--- config.mk ---
export PLATFORM = sky130hd
export DESIGN_NAME = dma_cache_pingpong_ctrl
export DESIGN_NICKNAME = d
export VERILOG_FILES = /design/src/rtl/dma_cache_pingpong_ctrl.sv
export SDC_FILE = /design/constraint.sdc
export NUM_CORES = 1
export LEC_CHECK = 0
export CAP_MARGIN = 20
export CORE_ASPECT_RATIO = 1.25
export CORE_MARGIN = 2
export CORE_UTILIZATION = 50
export DETAILED_ROUTE_END_ITERATION = 10
export MAX_ROUTING_LAYER = met4
export PLACE_DENSITY_LB_ADDON = 0.05
export SETUP_SLACK_MARGIN = 0.1
export SYNTH_ARGS = -nofsm -noshare
export SYNTH_HDL_FRONTEND = slang
export SYNTH_SLANG_ARGS = --single-unit
export TNS_END_PERCENT = 20
--- constraint.sdc ---
create_clock -name CLOCK -period 2.9 [get_ports CLOCK]
set_clock_uncertainty 0.05 [all_clocks]
set_input_delay 0.58 -clock CLOCK [delete_from_list [all_inputs] [get_ports CLOCK]]
set_output_delay 0.58 -clock CLOCK [all_outputs]
set_load 0.02 [all_outputs]
--- src/rtl/dma_cache_pingpong_ctrl.sv ---
// Ping-pong beat-cache sequencer: the fill side writes one buffer while the drain side reads the other.
// Buffers hand over strictly in order, and both sides can run at one beat per cycle.

module dma_pp_buf #(
  parameter int IDX_W  = 4,
  parameter int BYTE_W = 4,
  parameter int CNT_W  = 8
) (
  input  logic              gclk,
  input  logic              grst_n,
  input  logic              clr,
  input  logic              fill_acc,
  input  logic              fill_first,
  input  logic              fill_done,
  input  logic [BYTE_W-1:0] fill_bytes,
  input  logic [IDX_W:0]    fill_beats,
  input  logic              drain_acc,
  input  logic              drain_done,
  output logic              avail,
  output logic [IDX_W:0]    beats,
  output logic [CNT_W-1:0]  bytes
);
  typedef enum logic [1:0] {EMPTY, FILLING, FULL, DRAINING} buf_st_e;
  buf_st_e state_q, state_d;

  always_comb begin
    state_d = state_q;
    if (fill_acc) begin
      if (fill_done)              state_d = FULL;
      else if (state_q == EMPTY)  state_d = FILLING;
    end
    if (drain_acc) begin
      if (drain_done)             state_d = EMPTY;
      else if (state_q == FULL)   state_d = DRAINING;
    end
  end

  always_ff @(posedge gclk or negedge grst_n) begin
    if (!grst_n) begin
      state_q <= EMPTY;
      beats   <= '0;
      bytes   <= '0;
    end else if (clr) begin
      state_q <= EMPTY;
      beats   <= '0;
      bytes   <= '0;
    end else begin
      state_q <= state_d;
      // First beat of a fill reloads the total so stale counts never leak in.
      if (fill_acc) bytes <= fill_first ? CNT_W'(fill_bytes) : bytes + CNT_W'(fill_bytes);
      if (fill_acc && fill_done) beats <= fill_beats;
    end
  end

  assign avail = (state_q == FULL) || (state_q == DRAINING);
endmodule

module dma_cache_pingpong_ctrl #(
  parameter  int BEAT_BYTES  = 8,
  parameter  int CACHE_DEPTH = 16,
  localparam int IDX_W  = $clog2(CACHE_DEPTH),
  localparam int BYTE_W = $clog2(BEAT_BYTES + 1),
  localparam int CNT_W  = $clog2(BEAT_BYTES * CACHE_DEPTH + 1)
) (
  input  logic              CLOCK,
  input  logic              RESETN,
  input  logic              CLR,
  input  logic              src_beat_valid,
  input  logic [BYTE_W-1:0] src_beat_bytes,
  input  logic              src_last,
  output logic              src_ready,
  output logic              cache_wr_en,
  output logic              cache_wr_sel,
  output logic [IDX_W-1:0]  cache_wr_addr,
  output logic              dst_rd_valid,
  input  logic              dst_rd_ready,
  output logic              dst_rd_last,
  output logic [CNT_W-1:0]  dst_buf_bytes,
  output logic              cache_rd_sel,
  output logic [IDX_W-1:0]  cache_rd_addr,
  output logic [1:0]        occupancy
);
  logic                  fsel, dsel;
  logic [IDX_W-1:0]      wr_idx, rd_idx;
  logic [1:0]            avail;
  logic [1:0][IDX_W:0]   beats;
  logic [1:0][CNT_W-1:0] bytes;
  logic [IDX_W:0]        last_idx, fill_beats;
  logic                  fill_done, drain_acc, drain_done;

  assign src_ready   = ~avail[fsel] & ~CLR;
  assign cache_wr_en = src_beat_valid & src_ready;
  assign fill_done   = cache_wr_en & (src_last | (wr_idx == IDX_W'(CACHE_DEPTH - 1)));
  assign fill_beats  = {1'b0, wr_idx} + 1'b1;

  assign dst_rd_valid  = avail[dsel];
  assign last_idx      = beats[dsel] - 1'b1;
  assign dst_rd_last   = ({1'b0, rd_idx} == last_idx);
  assign dst_buf_bytes = bytes[dsel];
  assign drain_acc     = dst_rd_valid & dst_rd_ready;
  assign drain_done    = drain_acc & dst_rd_last;

  assign occupancy     = {1'b0, avail[0]} + {1'b0, avail[1]};
  assign cache_wr_sel  = fsel;
  assign cache_wr_addr = wr_idx;
  assign cache_rd_sel  = dsel;
  assign cache_rd_addr = rd_idx;

  for (genvar b = 0; b < 2; b++) begin : g_buf
    dma_pp_buf #(.IDX_W(IDX_W), .BYTE_W(BYTE_W), .CNT_W(CNT_W)) u_buf (
      .gclk       (CLOCK),
      .grst_n     (RESETN),
      .clr        (CLR),
      .fill_acc   (cache_wr_en & (fsel == 1'(b))),
      .fill_first (wr_idx == '0),
      .fill_done  (fill_done),
      .fill_bytes (src_beat_bytes),
      .fill_beats (fill_beats),
      .drain_acc  (drain_acc & (dsel == 1'(b))),
      .drain_done (drain_done),
      .avail      (avail[b]),
      .beats      (beats[b]),
      .bytes      (bytes[b])
    );
  end

  // Fill and drain always target different buffers, so their pointer updates are independent.
  always_ff @(posedge CLOCK or negedge RESETN) begin
    if (!RESETN) begin
      fsel   <= 1'b0;
      dsel   <= 1'b0;
      wr_idx <= '0;
      rd_idx <= '0;
    end else if (CLR) begin
      fsel   <= 1'b0;
      dsel   <= 1'b0;
      wr_idx <= '0;
      rd_idx <= '0;
    end else begin
      if (cache_wr_en) begin
        wr_idx <= fill_done ? '0 : wr_idx + 1'b1;
        fsel   <= fsel ^ fill_done;
      end
      if (drain_acc) begin
        rd_idx <= drain_done ? '0 : rd_idx + 1'b1;
        dsel   <= dsel ^ drain_done;
      end
    end
  end
endmodule

==> results of run 1 <==
power breakdown:
group	leakage [nW]	switching, W	total [W]	internal (W)
Clock	0.0472	0.000197	0.000388	0.000191
Combinational	0.751	0.000104	0.000186	0.0000819
Sequential	0.525	0.0000126	0.000552	0.000539
Total	1.32	0.000313	0.00113	0.000812
how the worst min path moves through the flow:
stage               cells after the start  slack (ns)                       to
detailed placement                      2        0.47  g_buf[0].u_buf.beats[4]
finish                                  1        0.34         cache_rd_addr[2]
global placement                        2        0.46  g_buf[0].u_buf.beats[4]
CTS                                     1        0.37         cache_rd_addr[2]
global route                            1        0.43         cache_rd_addr[2]
floorplan                               0        0.23         cache_rd_addr[0]
cell usage after synthesis, drive strengths merged, types with 8 or more instances:
cell and number:
a21oi 18, nand2 29, mux2 9, nor2 26
ha 13, clkbuf 12, mux2i 8, o21ai 20
a211oi 8, dfrtp 38
flip-flops by register name, indices dropped and copies added, names as in the netlist:
register	cells
g_buf.u_buf.bytes	16
g_buf.u_buf.beats	10
cache_rd_addr	4
cache_wr_addr	4
g_buf.u_buf.state_q	2
cache_rd_sel	1
cache_wr_sel	1
layout by cell type (no fill, tap or decap), drive strengths merged, types with 4 or more instances in the layout:
master / n
a211oi: 8
a21o: 4
a21oi: 18
a31oi: 7
buf: 21
clkbuf: 6
clkdlybuf4s50: 30
dfrtp: 38
ha: 13
inv: 6
mux2: 9
mux2i: 8
nand2: 29
nand3: 7
nor2: 26
o21ai: 20
or3: 4
xnor2: 7
xor2: 4
cells by family (layout without fill, tap and decap cells):
logic type	Yosys count	after routing	synth area share
xor+xnor	11	11	0.03860
simple gates	91	91	0.1850
flops	38	38	0.3810
buf+inv	20	66	0.03358
mux	17	17	0.07268
compound gates	77	77	0.2080
fa+ha+maj	15	15	0.08121
critical path, cell delays in order, from the launching register on:
cell	delay (ns)
dfrtp_2	0.42
mux2i_2	0.26
ha_2	0.22
nor4bb_2	0.29
or3_1	0.15
nand4_1	0.17
a21oi_4	0.17
buf_4	0.16
through the flow:
step	instances	hold WS (ns)	worst slack [ns]
6_report	375	0.3421	0.1399
3_5_place_dp	364	0.4702	-0.03205
2_1_floorplan	269	0.2344	0.1001
4_1_cts	374	0.3689	0.1050
3_3_place_gp	364	0.4567	0.02247
5_1_grt	375	0.4267	0.09117
final cells by class:
cell class	count	area share
multi-input combinational	211	0.4780
timing repair buffer	52	0.1523
sequential	38	0.3075
clock buffer	6	0.02667
clock inverter	2	0.004040
inverter	6	0.007273
tap	60	0.02424
per-layer routing:
| metal | global-route usage | up-vias | routed length, µm | share of wire |
|---|---|---|---|---|
| li1 | - | 1074 | - | - |
| met3 | 0.03388 | 14 | 289 | 0.049 |
| met2 | 0.3807 | 55 | 3036 | 0.51 |
| met4 | 0.08905 | 0 | 151 | 0.026 |
| met5 | - | - | 0 | 0 |
| met1 | 0.3106 | 1062 | 2442 | 0.41 |
timing repair:
item | CTS | global route
setup endpoints to repair | 1 | 2
buffers inserted | 2 | 1
hold endpoints to repair | 0 | 0
resized for setup | 6 | 6
==> results.cfg, run 1 <==
[critical_path]
r2r_cells = 9
r2r_end = cache_rd_sel
r2r_start = cache_rd_sel
crit_path_end = dst_rd_last
crit_fanout = 4
r2r_slack_ns = 0.49
crit_path_end_kind = output port
crit_required_ns = 2.27
cp-start-kind = flop
startpoint = cache_rd_sel
cp_data_arrival_time_ns = 2.13
critical_path_class = flop to output port

[route]
ant_nets = 0
drcViolationCount = 0
dr.pass1.iters = 4
wl_um = 5920
routedWlPerCell_um = 15.79
dr.first_iter.drc_count = 92
via_per_inst = 5.880
dr_total_vias = 2205

[sta]
slew_viol_final = 0
fin_tns_setup_ns = 0
final_hold_viol_count = 0
period_needed_ns = 2.760
setup_viol = 0
grt_setup_unrepaired = true
max_freq_mhz = 362.3
max_slew_margin = 0.4269
tightestPinTransition_ns = 0.8597
finalCritPeriodShare = 0.9518

[grt]
grt_pass1_wl_um = 10030
antenna_found_initial = 0
grtUsageTotal = 0.2407
grt_overflow = 0
grt_pass1_vias = 2077
grt_max_degree = 39

[clock_network]
clock_sink_count = 38
ctsRootBufferMaster = clkbuf_8
cts_buffers = 5
clk_pin_slew_ns = 0.08
holdBufCountCts = 0
htreeDepth = 2
tritoncts = built
insertion_delay_ns = 0.29
cts_buffer_depth = 2

[layout]
syn_to_final_growth_pct = 24.06
fillers = 422
drive_gt1_frac = 0.1587
fin_area_um2 = 3097
regArea_um2 = 952.2
final_core_util = 0.6499
nets = 339
diodes = 0
multi_input_area_um2 = 1480

[status]
status = finished, final reports clean

[synth]
ys_ff_latch = 38
yosys-top-cells-area = dfrtp_1, ha_1, nand2_1, mux2_2, o21ai_0
synthCells = 269
avgSynthCellArea_um2 = 9.279
synth_area_um2 = 2496
synth-edff-count = 0
syn_nets = 294
yosys.area.top_type = dfrtp_1
yosys_warnings = 0
synth-async-reset-ratio = 1.000
synth_top_area_frac = 0.3810
seq_area_frac_synth = 0.3810
ys_types = 50
synthFlopType = dfrtp_1

[floorplanning]
fp.dieH_um = 83.00
initial_core_util = 0.5239
rows = 28
core-area_um2 = 4765
io_pins = 34
die_area_um2 = 5577
die-width_um = 67.20

[pwr]
peakVddDrop_v = 0.0002559
p_leak_nw = 1.323
total_power_w = 0.001126
power_density_nw_per_um2 = 363.5

[placed_design]
place_area_um2 = 2955
gp_congestion = 0.8268
port-buffer-count = 33
hpwl_um = 4385

[job]
cap_violations = 0

[min_path]
hold_path.class = primary input to async pin
Power figures use the tool's default switching activity.
==> run 2, diff against run 1 <==
CORE_UTILIZATION = 35   (was 50)
CTS_BUF_LIST = sky130_fd_sc_hd__clkbuf_8 sky130_fd_sc_hd__clkbuf_16   (was not set)
==> run 2 against run 1 <==
Effect of this change:
- power up 5.5%
- clock power grew 14%
- critical path type is now primary input to output port
- sequential power barely moved
- sequential share of layout area down 0.85 points
- critical endpoint is now cache_wr_en
- hold slack gained 0.015 ns
- fmax is 1.9% higher
==> results.cfg, run 2 (synthesized netlist as in run 1, its figures left out) <==
[critical_path]
cp-start-kind = primary input
crit_chain = clkdlybuf4s50_1 > inv_1 > and2_1 > nand2_1 > inv_1 > clkdlybuf4s50_1
path_delay_family = buffers and inverters
r2r_slack_ns = 0.69
crit_buf_inv = 4
cp_data_arrival_time_ns = 2.08
critical_path_class = primary input to output port
crit_path_max_incr_delay_ns = 0.63
crit_required_ns = 2.27
crit_fanout = 5
r2r_end = cache_rd_sel
crit_path_end_kind = output port
r2r_cells = 9
cp_slowest_cell = clkdlybuf4s50_1
r2r_start = cache_rd_sel

[route]
routedWlPerCell_um = 16.52
dr.pass1.iters = 4
via_per_inst = 5.452
dr_total_vias = 2219
wl_um = 6723
ant_nets = 0
dr.first_iter.drc_count = 118
drcViolationCount = 0

[grt]
grt_overflow = 0
grt_pass1_vias = 2226
grtUsageTotal = 0.1921
grt_pass1_wl_um = 11390
antenna_found_initial = 0
grt_max_degree = 39

[clock_network]
insertion_delay_ns = 0.29
htreeDepth = 2
tritoncts = built
cts_buffer_depth = 2
clk_pin_slew_ns = 0.08
clock_sink_count = 38
cts_buffers = 5
ctsRootBufferMaster = clkbuf_8

[layout]
mostFrequentLayoutCell = dfrtp_1
largest-register = g_buf.u_buf.bytes
biggestRegsByFlops = g_buf.u_buf.bytes x16, g_buf.u_buf.beats x10
nets = 341
fillers = 675
syn_to_final_growth_pct = 27.42
drive_gt1_frac = 0.1609
largest_reg_flops = 16
final_cell_mix = dfrtp_1, clkdlybuf4s50_1, nand2_1, nor2_1, buf_4
stdcell_count = 407
diodes = 0

[floorplanning]
fp.dieH_um = 98.42
die_area_um2 = 7828
initial_core_util = 0.3600
core-area_um2 = 6934
io_pins = 34
die-width_um = 79.54
rows = 34

[sta]
max_freq_mhz = 369.3
fin_tns_setup_ns = 0
max_slew_margin = 0.3953
final_hold_viol_count = 0
slew_viol_final = 0
tightestPinTransition_ns = 0.9070
finalCritPeriodShare = 0.9338
setup_viol = 0
holdWs_ns = 0.3567
grt_setup_unrepaired = true
period_needed_ns = 2.708

[min_path]
hold_path.class = primary input to async pin

[status]
status = finished, final reports clean

[placed_design]
gp_congestion = 0.7674
hpwl_um = 4833
port-buffer-count = 33
place_inst = 397

[job]
cap_violations = 0

[pwr]
p_leak_nw = 1.348
peakVddDrop_v = 0.0003042
power_density_nw_per_um2 = 373.4
[run 2: layout make-up]
type                            instances  area, µm²  share of cell area
Sequential cell                        38      950.9              0.2990
Tap cell                               90      112.6             0.03541
Multi-Input combinational cell        211       1504              0.4729
Timing Repair Buffer                   54      484.2              0.1522
Clock inverter                          3      37.54             0.01180
Inverter                                6      22.52            0.007081
Clock buffer                            5      68.82             0.02164
[run 2: through the flow]
stage	power (W)	utilization	setup slack, ns	instance area (µm²)
final	0.001187	0.4587	0.1921	3181
after detailed placement	0.0007534	0.4349	-0.05287	3015
after floorplan	0.0006657	-	0.1001	2497
after global placement	0.0007534	0.4349	-0.001683	3015
after CTS	0.001204	0.4529	0.1067	3141
after global routing	0.001255	0.4587	0.05122	3181
[run 2: worst max path at each step]
stage | startpoint | end | slack (ns) | cells after the start
after global placement | cache_rd_sel | dst_rd_last | -0.002 | 7
after CTS | cache_rd_sel | dst_rd_last | 0.11 | 7
after detailed placement | cache_rd_sel | dst_rd_last | -0.05 | 7
after global routing | cache_rd_sel | dst_rd_last | 0.05 | 7
after floorplan | cache_rd_sel | dst_rd_last | 0.10 | 8
final | CLR | cache_wr_en | 0.19 | 6
[run 2: report_power, final]
group	switching (W)	internal (W)	total, W
clock network	0.000191	0.000251	0.000442
logic	0.000110	0.0000847	0.000195
registers	0.0000115	0.000539	0.000551
total	0.000313	0.000874	0.00119
[run 2: timing repair]
| action | in CTS | in global routing |
|---|---|---|
| endpoints found under the hold margin | 0 | 0 |
| setup endpoints to repair | 1 | 1 |
| hold buffers | 0 | 0 |
| buffers inserted | 2 | 0 |
| pin swaps | 0 | 4 |
| gates resized for setup | 6 | 7 |
[run 2: per-layer routing]
| layer | share of wire | GRT usage | wire length, µm |
|---|---|---|---|
| met5 | 0 | - | 0 |
| met4 | 0.016 | 0.05968 | 108 |
| met3 | 0.029 | 0.03022 | 195 |
| met2 | 0.51 | 0.3193 | 3424 |
| met1 | 0.45 | 0.2387 | 2995 |
